==> src/rtl/sat_counter.sv <==
// Saturating up-counter with synchronous clear; exposes its next value for
// consumers that must decide on the post-increment count in the same cycle.
module sat_counter #(
  parameter int W = 8
) (
  input  logic         clk,
  input  logic         rst,
  input  logic         clear,
  input  logic         inc,
  output logic [W-1:0] count,
  output logic [W-1:0] count_nxt
);

  logic [W-1:0] count_q, count_d;

  always_comb begin
    count_d = count_q;
    if (clear)
      count_d = '0;
    else if (inc && (count_q != {W{1'b1}}))
      count_d = count_q + 1'b1;
  end

  always_ff @(posedge clk or posedge rst) begin
    if (rst) count_q <= '0;
    else     count_q <= count_d;
  end

  assign count     = count_q;
  assign count_nxt = count_d;

endmodule

==> config.mk <==
export PLATFORM = sky130hd
export DESIGN_NAME = sat_counter
export DESIGN_NICKNAME = d
export VERILOG_FILES = /design/src/rtl/sat_counter.sv
export SDC_FILE = /design/constraint.sdc
export NUM_CORES = 1
export LEC_CHECK = 0
export ABC_AREA = 1
export BUFFER_PORTS_ARGS = -buffer_cell sky130_fd_sc_hd__buf_2
export CAP_MARGIN = 10
export CORE_AREA = 2 2 39 41
export DETAILED_ROUTE_END_ITERATION = 16
export DIE_AREA = 0 0 41 43
export MAX_ROUTING_LAYER = met4
export PLACE_DENSITY = 0.67
export SETUP_SLACK_MARGIN = 0.4
export SLEW_MARGIN = 20
export SYNTH_ARGS = -nofsm -noshare
export SYNTH_HDL_FRONTEND = slang
export SYNTH_SLANG_ARGS = --single-unit
==> constraint.sdc <==
create_clock -name clk -period 2.25 [get_ports clk]
set_input_delay 0.225 -clock clk [delete_from_list [all_inputs] [get_ports clk]]
set_output_delay 0.225 -clock clk [all_outputs]
set_load 0.005 [all_outputs]
==> summary.md, run 1 <==
| Metric | Value |
|---|---|
| Status | finished, final reports clean |
| Area Growth Syn to Fin | 36.6% |
| PwrDens | about 420 nW/um2 |
| Die X | 41 um |
| Gr usage total | 15.0% |
| Fin Hold WS | roughly 0.27 ns |
| CTS tree | built |
| Slew margin rel. | ~80% |
| Post-Layout Cell Count | 112 |
| Max Cap Violations | 0 |
| Largest net degree at the start of global routing | 12 |
| Fin util | between 50% and 60% |
| Maximum level of the CTS H-tree | 1 |
| Routed vias/inst | 4.68 |
| Initial antenna violation count | 0 |
| Clock sink count | 8 |
| Leak Pwr | about 0.4 nW |
| Post-synthesis sequential area ratio | 38.0% |
| WP data required | 2.03 ns |
| Final-report setup violation count | 0 |
| Power consumption | 0.301 mW |
| Global-route wire length before repair | 1.73 mm |
| Crit Path Class | reg -> out |
| Ranking of synthesized cells by area | dfrtp_1, nand2_1, nor2_1 |
| Overflow after GRT | 0 |
| N_diodes | 0 |
| DRT Wirelength | roughly 1.2 mm |
| Final Instance Area | 719 um2 |
| NumNets Final | 103 |
| Port bufs | 19 |
| Dpl hpwl | 847 um |
| DR iter-0 viols | 2 |
| CTS buffer count | 3 |
| Leading cell type in the layout, fill and taps excluded | buf_2 |
| CTS max path bufs | 2 |
| IO Pins | 20 |
| YS warnings | 0 |
| Die Span Y | ~43 um |
| Mapped cell area | 527 um2 |
| Max reg flops | 8 |
| # DRC | 0 |
| Root Buffer | clkbuf_4 |
| Syn Area/Cell | 7.22 um2 |
| Syn Nets | 78 |
| Worst Skew | 0.000351 ns |
| Max VDD drop | 0.000252 V |
| Cell Area, Placed | 619 um2 |
| Final slew viol count | 0 |
| Commonest non-fill, non-tap cells in the layout | buf_2, nand2_1, inv_1, nor2_1, dfrtp_1 |
| Yosys cell types | 13 |
| Per-cell routed wire length | 11.0 um |
| Starting Density | a little under two fifths |
| RePlAce Congestion | 0.765 |
| Final worst setup slack | 0.418 ns |
| Crit path DAT | 1.61 ns |
| Routed vias | between 500 and 600 |
| Synth top area share | 38.0% |
| R2R Setup Slk | 0.91 ns |
| Fmax | 546 MHz |
| Worst-path clk slew | 0.05 ns |
| Die area | 1760 um2 |
| RSZ-0062 raised after global routing | yes |
| Period utilization | between 80% and 90% |
| Post-Syn Instances | 73 |
| Placed insts | 106 |
| Share of cells above drive strength 1 | 47.9% |
| Place WS | 0.583 ns |
| DRT Pass-1 Iters | 4 |
| Slew of the pin with the lowest slew margin | 0.313 ns |
| Antenna-violating nets left | 0 |
| Nature of the critical path endpoint | primary output |
| Hold Crit Class | in -> reg |
| Peak fanout along the critical path | 5 |
| Number of global-route vias before repair | 390 |
| Final Hold Violating Endpoints | 0 |
| Register bit total from synthesis | 8 |
| Standard-cell row count | 14 |
| Top cell type by total area after synthesis | dfrtp_1 |
| Min Tclk post-route | 1.83 ns |
| TNS Setup | 0 ns |
| Crit start category | flop |
| Worst-skew pair later-pin latency | 0.25 ns |
| Core footprint | 1380 um2 |
-- worst paths after layout --
kind                       cells after the start      from           end
min in group asynchronous                      3       rst      count[2]
max                                            7  count[1]  count_nxt[5]
min                                            4     clear      count[1]
max in group asynchronous                      3       rst      count[0]
max reg2reg                                    6  count[1]      count[5]
min reg2reg                                    2  count[0]      count[0]
-- cells by family after synthesis --
family / Yosys count / share of synthesized area (%)
AO/OA/AOI/OAI: 7 / 6.65
adder cells (fa/ha/maj): 1 / 2.37
buffers and inverters: 13 / 12.6
flip-flops: 8 / 38.0
AND/OR/NAND/NOR: 44 / 40.4
-- final cells by class --
type                       count  area [um2]
sequential                     8         201
timing repair buffer          21         113
clock buffer                   3        22.5
tap                           16        20.0
inverter                      11        43.8
multi-input combinational     53         319
fill                         142         664
-- worst max-delay path, stage by stage (launching register included) --
cell,delay (ns)
dfrtp_1,0.40
ha_2,0.22
nand2_2,0.07
nor2_4,0.15
nand2_2,0.13
a21oi_2,0.19
nor2_2,0.06
buf_2,0.12
-- Yosys cell counts --
cell,instances
ha_1,1
nor2_1,13
nand2_2,1
nand3b_1,1
nand3_2,3
inv_1,10
inv_4,1
nor2_4,2
a21oi_1,7
nand3_1,6
buf_6,2
dfrtp_1,8
nand2_1,18
-- where the power goes --
| part | switching [mW] | internal, mW | leakage, nW |
|---|---|---|---|
| registers | 0.00453 | 0.148 | 0.108 |
| clock network | 0.0489 | 0.0610 | 0.0138 |
| logic | 0.0217 | 0.0172 | 0.269 |
| total | 0.0751 | 0.226 | 0.391 |
-- per-layer routing --
layer | share of wire (%) | global-route usage [%] | up-vias
met5 | 0 | - | -
met4 | 2.0 | 12.0 | 0
met3 | 3.2 | 1.57 | 4
met2 | 49 | 18.1 | 14
met1 | 46 | 21.7 | 232
li1 | - | - | 274
-- timing repair --
| item | CTS | global route |
|---|---|---|
| hold endpoints to repair | 8 | 0 |
| gates cloned | 0 | 1 |
| gates resized for setup | 1 | 17 |
| pin swaps | 1 | 10 |
| hold buffers | 1 | 0 |
| setup endpoints to repair | 6 | 7 |
| setup buffers | 0 | 1 |
(Power assumes the default switching activity.)
==> inputs of run 2 (changes only) <==
- PLACE_DENSITY: 0.67 -> 0.69
- clock period: 2.25 -> 1.6 ns (I/O delays scaled with it)
==> summary.md, run 2 (synthesis results as in run 1) <==
| Metric | Value |
|---|---|
| Status | finished with violations |
| Failing checks | setup timing |
| Worst-path clk slew | 0.06 ns |
| Area of the multi-input gates | between 300 and 400 um2 |
| Cell Area, Placed | 671 um2 |
| Routed vias/inst | 4.91 |
| Clock sink count | 8 |
| Final Instance Area | 903 um2 |
| Hold Crit Class | in -> reg |
| Crit start category | flop |
| Crit Reg-Reg Endpoint | count[5] |
| TNS Setup | -1.05 ns |
| Worst-skew pair later-pin latency | approximately 0.26 ns |
| CTS tree | built |
| Hold Path Cell Cnt | 4 |
| RSZ-0062 raised after global routing | yes |
| IO Pins | 20 |
| PwrDens | 519 nW/um2 |
| Commonest non-fill, non-tap cells in the layout | buf_2, nand2_1, buf_4, nor2_2, inv_1 |
| Max VDD drop | 0.000460 V |
| CTS max path bufs | 2 |
| Die Span Y | 43 um |
| Final slew viol count | 0 |
| Register-to-Register Path Depth | 10 |
| Root Buffer | clkbuf_4 |
| RePlAce Congestion | 0.856 |
| Antenna-violating nets left | 0 |
| CTS buffer count | 3 |
| Starting Density | 38.1% |
| Max Cap Violations | 0 |
| N_diodes | 0 |
| Max reg flops | 8 |
| Slew of the pin with the lowest slew margin | 0.341 ns |
| DR iter-0 viols | 11 |
| Maximum level of the CTS H-tree | 1 |
| # DRC | 0 |
| Leak Pwr | 0.475 nW |
| Min Tclk post-route | 1.78 ns |
| Hold EP | count[3] |
| Period utilization | 111% |
| Per-cell routed wire length | 12.6 um |
| Power consumption | between 0.4 and 0.5 mW |
| Die area | ~1800 um2 |
| Dpl hpwl | 919 um |
| Leading cell type in the layout, fill and taps excluded | buf_2 |
| Standard-cell row count | 14 |
| Core footprint | about 1400 um2 |
| Crit path DAT | between 1.5 and 2 ns |
| Final Hold Violating Endpoints | 0 |
| NumNets Final | 118 |
| Port bufs | 19 |
| Nature of the critical path endpoint | primary output |
| Fin Hold WS | between 0.15 and 0.2 ns |
| Overflow after GRT | 0 |
| Worst Skew | 0.00343 ns |
| DRT Pass-1 Iters | 5 |
| Critical hold path startpoint | clear |
| Largest net degree at the start of global routing | 10 |
| WP data required | 1.44 ns |
| Area Growth Syn to Fin | 71.5% |
| Routed vias | 623 |
| Die X | 41 um |
| Layout fillers | 109 |
| DRT Wirelength | between 1.5 and 2 mm |
| Global-route wire length before repair | ~2.1 mm |
| Reg2reg start | count[0] |
| Final worst setup slack | -0.175 ns |
| Slew margin rel. | just under 80% |
| Gr usage total | 19.0% |
| Peak fanout along the critical path | 5 |
| Crit Path Class | reg -> out |
| Fin util | 65.3% |
| Sequential Area | 201 um2 |
| Fmax | roughly 560 MHz |
| Initial antenna violation count | 0 |
| Number of global-route vias before repair | 532 |
| R2R Setup Slk | 0.15 ns |
| Final-report setup violation count | 8 |
| Share of cells above drive strength 1 | 64.0% |
-- run 2: power breakdown --
group          internal [mW]  switching, mW  total [mW]  leakage (nW)
clock                 0.0865         0.0780       0.164        0.0138
combinational         0.0477         0.0433      0.0910         0.353
sequential             0.207        0.00616       0.213         0.108
-- run 2: how the worst max path moves through the flow --
| stage | start | endpoint | slack, ns | cells past startpoint |
|---|---|---|---|---|
| floorplan | count[0] | count_nxt[0] | 0.29 | 8 |
| global placement | count[0] | count_nxt[4] | 0.14 | 8 |
| detailed placement | count[0] | count_nxt[4] | 0.10 | 8 |
| CTS | count[0] | count_nxt[4] | -0.12 | 9 |
| global route | count[0] | count_nxt[4] | -0.27 | 9 |
| finish | count[0] | count_nxt[5] | -0.18 | 10 |
-- run 2: per-stage QoR --
step | cells | worst slack, ns
after CTS | 120 | -0.123
after global placement | 110 | 0.140
after floorplan | 73 | 0.288
after detailed placement | 110 | 0.103
after global routing | 127 | -0.269
final | 127 | -0.175
-- run 2: worst max-delay path: stages, from the launching register on --
cell and delay, ns:
dfrtp_1 0.42, buf_6 0.13, buf_6 0.10, buf_6 0.12, nand2_4 0.08, nor2_4 0.05, buf_4 0.13, nand3_2 0.07
nand2_2 0.05, nor2_2 0.09, buf_2 0.12
-- run 2: area by class of cell --
| cell class | instances | share of cell area, % |
|---|---|---|
| flip-flops and latches | 8 | 22.3 |
| repair buffers | 37 | 28.9 |
| well taps | 16 | 2.22 |
| inverters | 11 | 5.12 |
| clock buffers | 3 | 2.49 |
| multi-input cells | 52 | 38.9 |
-- run 2: routing by layer --
layer	vias to the layer above	track usage (%)	part of all wire [%]
li1	304	-	-
met1	290	19.9	40
met2	21	29.1	51
met3	8	3.66	4.6
met4	0	15.3	4.1
met5	-	-	0
-- run 2: what timing repair did --
item / CTS / global route
gates resized for setup: 15 / 13
hold buffers: 1 / 0
hold endpoints to repair: 8 / 0
setup buffers: 6 / 7
setup endpoints to repair: 13 / 17
pin swaps: 10 / 9
